`src/rtl/axi_rdata_pkg.sv`:
```
// Shared types and decode helpers for the AXI read-data crossbar.
//   gidx_t      : slave/master index type (sized for up to NUM_S_MAX slaves)
//   msel_t      : zero-extended master-select field of a slave RID_S
//   arb_state_e : per-master arbiter state
//   msel_legal  : one-hot check of the master-select field against NUM_M
//   msel_index  : bit position of the (one-hot) master-select field
package axi_rdata_pkg;

    localparam int unsigned NUM_S_MAX  = 16;
    localparam int unsigned GIDX_W     = $clog2(NUM_S_MAX);
    localparam int unsigned MSEL_MAX_W = 16;
    localparam int unsigned MSEL_IDX_W = $clog2(MSEL_MAX_W);

    typedef logic [GIDX_W-1:0]     gidx_t;
    typedef logic [MSEL_MAX_W-1:0] msel_t;

    typedef enum logic {
        ARB_IDLE  = 1'b0,
        ARB_BURST = 1'b1
    } arb_state_e;

    // Legal when exactly one bit is set and it addresses an existing master.
    function automatic logic msel_legal(input msel_t sel, input int unsigned num_m);
        int unsigned ones;
        logic        out_of_range;
        ones         = 0;
        out_of_range = 1'b0;
        for (int unsigned k = 0; k < MSEL_MAX_W; k++) begin
            if (sel[MSEL_IDX_W'(k)]) begin
                ones = ones + 1;
                if (k >= num_m) begin
                    out_of_range = 1'b1;
                end
            end
        end
        return (ones == 1) && !out_of_range;
    endfunction

    // Only meaningful when msel_legal() is true.
    function automatic gidx_t msel_index(input msel_t sel);
        gidx_t idx;
        idx = '0;
        for (int unsigned k = 0; k < MSEL_MAX_W; k++) begin
            if (sel[MSEL_IDX_W'(k)]) begin
                idx = GIDX_W'(k);
            end
        end
        return idx;
    endfunction

endpackage

```
`src/rtl/axi_rdata_xbar_rd_arb.sv`:
```
// Per-master R-channel arbiter: IDLE/BURST FSM, slave selection and the
// burst grant register. A burst keeps its grant from its first unaccepted
// beat until the RLAST handshake.
// Selection: fixed priority (highest index wins) by default; round-robin
// with a per-master pointer when AXI_RDATA_RR_EN is defined.
// Ports:
//   clk, rst_n  : clock, asynchronous active-low reset
//   req         : slaves requesting this master (valid, legal, targeted)
//   s_rvalid    : raw slave RVALID (used while a burst holds the grant)
//   s_rlast     : raw slave RLAST
//   m_rready    : this master's RREADY
//   gnt_vld_c   : a slave is currently granted
//   gnt_idx_c   : index of the granted slave
module rd_arb
    import axi_rdata_pkg::*;
#(
    parameter int unsigned NUM_S = 6
) (
    input  logic             clk,
    input  logic             rst_n,
    input  logic [NUM_S-1:0] req,
    input  logic [NUM_S-1:0] s_rvalid,
    input  logic [NUM_S-1:0] s_rlast,
    input  logic             m_rready,
    output logic             gnt_vld_c,
    output gidx_t            gnt_idx_c
);

    localparam int unsigned IW = $clog2(NUM_S);

    arb_state_e    state_q, state_d;
    logic [IW-1:0] gidx_q, gidx_d;
    logic          pick_vld;
    logic [IW-1:0] pick;
`ifdef AXI_RDATA_RR_EN
    logic [IW-1:0] ptr_q, ptr_d;
    int unsigned   cand;
`endif

    // Index after x, wrapping NUM_S-1 -> 0.
    function automatic logic [IW-1:0] idx_next(input logic [IW-1:0] x);
        if (32'(x) == NUM_S - 1) begin
            return '0;
        end
        return x + IW'(1);
    endfunction

    // Candidate selection among current requests.
    always_comb begin
        pick_vld = 1'b0;
        pick     = '0;
`ifdef AXI_RDATA_RR_EN
        cand = 0;
        for (int unsigned off = 0; off < NUM_S; off++) begin
            cand = (32'(ptr_q) + off) % NUM_S;
            if (!pick_vld && req[IW'(cand)]) begin
                pick_vld = 1'b1;
                pick     = IW'(cand);
            end
        end
`else
        // Later (higher) indices overwrite earlier ones.
        for (int unsigned i = 0; i < NUM_S; i++) begin
            if (req[IW'(i)]) begin
                pick_vld = 1'b1;
                pick     = IW'(i);
            end
        end
`endif
    end

    // Next state, grant register and grant outputs.
    always_comb begin
        state_d   = state_q;
        gidx_d    = gidx_q;
        gnt_vld_c = 1'b0;
        gnt_idx_c = '0;
`ifdef AXI_RDATA_RR_EN
        ptr_d     = ptr_q;
`endif
        case (state_q)
            ARB_IDLE: begin
                if (pick_vld) begin
                    gnt_vld_c = 1'b1;
                    gnt_idx_c = GIDX_W'(pick);
                    if (!(m_rready && s_rlast[pick])) begin
                        state_d = ARB_BURST;
                        gidx_d  = pick;
                    end
`ifdef AXI_RDATA_RR_EN
                    else begin
                        ptr_d = idx_next(pick);
                    end
`endif
                end
            end
            ARB_BURST: begin
                gnt_vld_c = 1'b1;
                gnt_idx_c = GIDX_W'(gidx_q);
                if (s_rvalid[gidx_q] && m_rready && s_rlast[gidx_q]) begin
                    state_d = ARB_IDLE;
`ifdef AXI_RDATA_RR_EN
                    ptr_d   = idx_next(gidx_q);
`endif
                end
            end
            default: begin
                state_d = ARB_IDLE;
            end
        endcase
    end

    // State and grant registers.
    always_ff @(posedge clk or negedge rst_n) begin
        if (!rst_n) begin
            state_q <= ARB_IDLE;
            gidx_q  <= '0;
`ifdef AXI_RDATA_RR_EN
            ptr_q   <= '0;
`endif
        end else begin
            state_q <= state_d;
            gidx_q  <= gidx_d;
`ifdef AXI_RDATA_RR_EN
            ptr_q   <= ptr_d;
`endif
        end
    end

endmodule

```
`src/rtl/axi_rdata_xbar.sv`:
```
// AXI read-data (R) channel crossbar, NUM_S slaves to NUM_M masters.
// Each slave's RID_S upper field is a one-hot master select; the lower
// ID_BITS become the master RID. Routing is purely combinational, with one
// independent rd_arb per master. Beats with an illegal master select are
// accepted and dropped; rd_err_cnt counts such bursts (saturating).
// Optional macro AXI_RDATA_RR_EN: round-robin instead of fixed priority.
// Ports:
//   clk, rst                      : clock, asynchronous active-low reset
//   s_rid_s/rdata/rresp/rlast/rvalid, s_rready : slave R ports
//   m_rid/rdata/rresp/rlast/rvalid, m_rready   : master R ports
//   rd_err_cnt                    : count of drained illegal-target bursts
module axi_rdata_xbar
    import axi_rdata_pkg::*;
#(
    parameter int unsigned NUM_S     = 6,
    parameter int unsigned NUM_M     = 3,
    parameter int unsigned ID_BITS   = 4,
    parameter int unsigned IDS_BITS  = 8,
    parameter int unsigned DATA_BITS = 32
) (
    input  logic                                clk,
    input  logic                                rst,
    input  logic [NUM_S-1:0][IDS_BITS-1:0]      s_rid_s,
    input  logic [NUM_S-1:0][DATA_BITS-1:0]     s_rdata,
    input  logic [NUM_S-1:0][1:0]               s_rresp,
    input  logic [NUM_S-1:0]                    s_rlast,
    input  logic [NUM_S-1:0]                    s_rvalid,
    output logic [NUM_S-1:0]                    s_rready,
    output logic [NUM_M-1:0][ID_BITS-1:0]       m_rid,
    output logic [NUM_M-1:0][DATA_BITS-1:0]     m_rdata,
    output logic [NUM_M-1:0][1:0]               m_rresp,
    output logic [NUM_M-1:0]                    m_rlast,
    output logic [NUM_M-1:0]                    m_rvalid,
    input  logic [NUM_M-1:0]                    m_rready,
    output logic [7:0]                          rd_err_cnt
);

    localparam int unsigned SW    = $clog2(NUM_S);
    localparam int unsigned MW    = (NUM_M > 1) ? $clog2(NUM_M) : 1;
    localparam int unsigned CNT_W = $clog2(NUM_S + 1);

    logic [NUM_S-1:0]             legal_c;
    gidx_t [NUM_S-1:0]            tgt_c;
    logic [NUM_M-1:0][NUM_S-1:0]  req_c;
    logic [NUM_M-1:0]             gnt_vld_c;
    gidx_t [NUM_M-1:0]            gnt_idx_c;
    logic [SW-1:0]                g;
    logic [CNT_W-1:0]             drain_last_c;
    logic [8:0]                   err_sum_c;
    logic [7:0]                   err_cnt_q, err_cnt_d;

    // Target decode and per-master request vectors.
    always_comb begin
        legal_c = '0;
        tgt_c   = '0;
        req_c   = '0;
        for (int unsigned s = 0; s < NUM_S; s++) begin
            legal_c[SW'(s)] = msel_legal(MSEL_MAX_W'(s_rid_s[SW'(s)][IDS_BITS-1:ID_BITS]), NUM_M);
            tgt_c[SW'(s)]   = msel_index(MSEL_MAX_W'(s_rid_s[SW'(s)][IDS_BITS-1:ID_BITS]));
            for (int unsigned m = 0; m < NUM_M; m++) begin
                req_c[MW'(m)][SW'(s)] = s_rvalid[SW'(s)] && legal_c[SW'(s)]
                                        && (tgt_c[SW'(s)] == GIDX_W'(m));
            end
        end
    end

    // One arbiter per master; different masters never stall each other.
    for (genvar gm = 0; gm < NUM_M; gm++) begin : g_arb
        rd_arb #(
            .NUM_S (NUM_S)
        ) u_rd_arb (
            .clk       (clk),
            .rst_n     (rst),
            .req       (req_c[gm]),
            .s_rvalid  (s_rvalid),
            .s_rlast   (s_rlast),
            .m_rready  (m_rready[gm]),
            .gnt_vld_c (gnt_vld_c[gm]),
            .gnt_idx_c (gnt_idx_c[gm])
        );
    end

    // Data muxes and ready return; everything is held off during reset.
    always_comb begin
        m_rid    = '0;
        m_rdata  = '0;
        m_rresp  = '0;
        m_rlast  = '0;
        m_rvalid = '0;
        s_rready = '0;
        g        = '0;
        if (rst) begin
            for (int unsigned m = 0; m < NUM_M; m++) begin
                if (gnt_vld_c[MW'(m)]) begin
                    g                 = SW'(gnt_idx_c[MW'(m)]);
                    m_rvalid[MW'(m)]  = s_rvalid[g];
                    m_rid[MW'(m)]     = s_rid_s[g][ID_BITS-1:0];
                    m_rdata[MW'(m)]   = s_rdata[g];
                    m_rresp[MW'(m)]   = s_rresp[g];
                    m_rlast[MW'(m)]   = s_rlast[g];
                    s_rready[g]       = s_rready[g] | (m_rready[MW'(m)] & s_rvalid[g]);
                end
            end
            // Illegal targets are always accepted so the slave can drain.
            for (int unsigned s = 0; s < NUM_S; s++) begin
                if (s_rvalid[SW'(s)] && !legal_c[SW'(s)]) begin
                    s_rready[SW'(s)] = 1'b1;
                end
            end
        end
    end

    // Count drained bursts (last beats), saturating at 255.
    always_comb begin
        drain_last_c = '0;
        for (int unsigned s = 0; s < NUM_S; s++) begin
            if (s_rvalid[SW'(s)] && !legal_c[SW'(s)] && s_rlast[SW'(s)]) begin
                drain_last_c = drain_last_c + CNT_W'(1);
            end
        end
        err_sum_c = 9'(err_cnt_q) + 9'(drain_last_c);
        err_cnt_d = (err_sum_c > 9'd255) ? 8'hFF : err_sum_c[7:0];
    end

    always_ff @(posedge clk or negedge rst) begin
        if (!rst) begin
            err_cnt_q <= '0;
        end else begin
            err_cnt_q <= err_cnt_d;
        end
    end

    assign rd_err_cnt = err_cnt_q;

endmodule

```
`config.mk`:
```
export PLATFORM = sky130hd
export DESIGN_NAME = axi_rdata_xbar
export DESIGN_NICKNAME = d
export VERILOG_FILES = /design/src/rtl/axi_rdata_pkg.sv /design/src/rtl/axi_rdata_xbar_rd_arb.sv /design/src/rtl/axi_rdata_xbar.sv
export SDC_FILE = /design/constraint.sdc
export NUM_CORES = 1
export LEC_CHECK = 0
export ABC_CLOCK_PERIOD_IN_PS = 13700
export BUFFER_PORTS_ARGS = -buffer_cell sky130_fd_sc_hd__clkbuf_2
export CELL_PAD_IN_SITES_DETAIL_PLACEMENT = 2
export CELL_PAD_IN_SITES_GLOBAL_PLACEMENT = 2
export CORE_MARGIN = 5
export CORE_UTILIZATION = 27
export DETAILED_ROUTE_END_ITERATION = 10
export GPL_TIMING_DRIVEN = 0
export PLACE_DENSITY = 0.89
export SYNTH_ARGS = -nofsm -noshare
export SYNTH_HDL_FRONTEND = slang
export SYNTH_HIERARCHICAL = 1
export SYNTH_SLANG_ARGS = --single-unit
export TNS_END_PERCENT = 20
```
`constraint.sdc`:
```
create_clock -name clk -period 13.7 [get_ports clk]
set_input_delay 2.055 -clock clk [delete_from_list [all_inputs] [get_ports clk]]
set_output_delay 2.055 -clock clk [all_outputs]
set_load 0.005 [all_outputs]
```
==> results by group <==
CTS
  – Post-CTS sizing: 0
  – Worst skew pair latency: 0.27 ns
  – CTS sink count: 20
  – Clk root buf: clkbuf_16
  – Worst-path clk slew: 0.06 ns
  – # H-tree levels: 1
  – Clock buffer depth: 2
  – Num CTS Buffers: 3
  – CTS tree: yes
  – Post-CTS setup buffers: 0
  – Hold bufs inserted after CTS: 0

Timing
  – Max Clock Freq: 0.108 GHz
  – Tcrit/Tclk final: 67.8%
  – Final hold violations: 0
  – Setup tns final: 0 ns
  – Worst hold slack: 0.524 ns
  – Period minus WS final: 9.29 ns
  – Max_slew headroom: 16.4%
  – Max-slew violations: 0
  – Worst-margin pin slew: 1.25 ns
  – Final setup violation count: 0
  – Final Skew: 0.00190 ns
  – Unrepaired setup endpoints after global routing: no

Die
  – Die height: 189 microns
  – Die Wd: 189 microns
  – Core ar.: 0.0316 sq mm
  – I/O pin count: 403
  – Die Area: 0.0356 sq mm
  – Rows: 65
  – Initial Utilization: 27.3%

Power
  – Power Density: 166 mW/mm^2
  – VDD IR-drop max: 76.2 uV
  – Pleak: 4.81 nW

Yosys
  – Synth Instances: 1262
  – Mapped Avg Cell Area: 6.83 sq um
  – Mapped Nets: 1553
  – Synth Cell Area: 0.00862 sq mm
  – Ys Warns: 6

Layout
  – Fraction of layout cells with a size suffix above 1: 27.5%
  – Most frequent cells in the layout: clkbuf_2, nor2_1, mux2i_1
  – Layout area overhead: 30.5%
  – Most common library cell in the layout ignoring fill and taps: clkbuf_2
  – Nets: 1960
  – Filler cell count: 3916

Global routing
  – First-pass GRT wire length: 94.6 mm
  – Largest net degree at the start of global routing: 22
  – GRT Overall Usage: 34.4%
  – Overflow after GRT: 0
  – Number of global-route vias before repair: 14681
  – Initial antenna violation count: 14

Worst setup path
  – CP max FO: 10
  – CP Data Required Time: 11.64 ns
  – Worst setup EP type: output port
  – WS Path Type: input pin to output port
  – Worst R2R Setup Slack: 11.71 ns
  – Crit path launch type: input pin
  – Worst path arrival time: 7.23 ns

Placement
  – Detailed placement HPWL: 51.3 mm
  – Gp weighted congestion: 0.965
  – Number of I/O port buffers: 402

Routing
  – Vias per inst: 6.62
  – 1st-iter DRT viols: 1397
  – Via count: 13775
  – DRC: 0
  – DRT Pass-1 Iters: 6
  – Total Wirelength: 65.8 mm
  – DR WL/cell: 31.6 microns
  – Routed Antenna Nets: 0

Hold path
  – Worst hold-check path type: flop to flop

Run status
  – Status: finished clean

Job
  – Max Cap Viol: 0
-- flip-flops by register name (all words and copies together), names as in the netlist --
register	flops
rd_err_cnt	8
g_arb.u_rd_arb/state_q	3
g_arb.u_rd_arb/gidx_q	9
-- where the power goes --
part / internal [W] / switching [W] / leakage [nW]
sequential: 0.0000839 / 0.0000243 / 0.251
combinational: 0.000567 / 0.00112 / 4.52
clock: 0.0000448 / 0.0000275 / 0.0442
total: 0.000695 / 0.00117 / 4.81
-- worst max-delay path, cell delays in order --
cell and delay, ns:
clkbuf_2 0.11, inv_1 0.06, ha_1 0.28, or3b_2 0.49, nor3_1 0.51, inv_1 0.13, a21oi_1 0.24, nor3_1 0.07
a21oi_1 0.27, and3b_1 0.20, clkbuf_1 0.28, clkbuf_1 0.83, clkbuf_1 0.99, a22oi_1 0.15, a31oi_1 0.34, clkbuf_2 0.22
-- layout make-up --
cell class	instances	area, sq um	share of cell area, %
buffer	126	509	4.53
tap	402	503	4.47
sequential	20	500	4.45
clock buffer	4	88.8	0.790
timing repair buffer	402	2010	17.9
inverter	28	105	0.934
antenna	11	27.5	0.245
multi-input combinational	1088	7500	66.7
-- metrics by stage --
step,total power (W),instance area [sq um],cells,util [%],worst slack (ns)
finish,0.00187,11200,2081,35.7,4.41
CTS,0.00181,11200,2070,35.6,4.57
detailed placement,0.00173,11100,2066,35.3,4.56
global placement,0.00168,11100,2066,35.3,4.75
floorplan,0.00107,8620,1262,-,6.39
global route,0.00195,11200,2079,35.6,4.25
-- final timing paths --
kind                                     from                         to  cells past startpoint
worst max-delay path              s_rid_s[29]                   m_rid[5]                     16
worst min-delay path            rd_err_cnt[6]              rd_err_cnt[6]                      1
worst max register to register  rd_err_cnt[0]              rd_err_cnt[3]                      6
worst min register to register  rd_err_cnt[6]              rd_err_cnt[6]                      1
max in group asynchronous                 rst  g_arb[0].u_rd_arb/state_q                      1
min in group asynchronous                 rst              rd_err_cnt[4]                      1
-- per-layer routing --
| layer | up-vias | global-route usage, % | routed length (microns) |
|---|---|---|---|
| met2 | 974 | 57.1 | 30200 |
| met1 | 6782 | 40.2 | 24400 |
| met3 | 307 | 7.97 | 6230 |
| li1 | 5704 | - | - |
| met4 | 8 | 21.3 | 4830 |
| met5 | - | 0 | 54 |
Power figures use the tool's default switching activity.
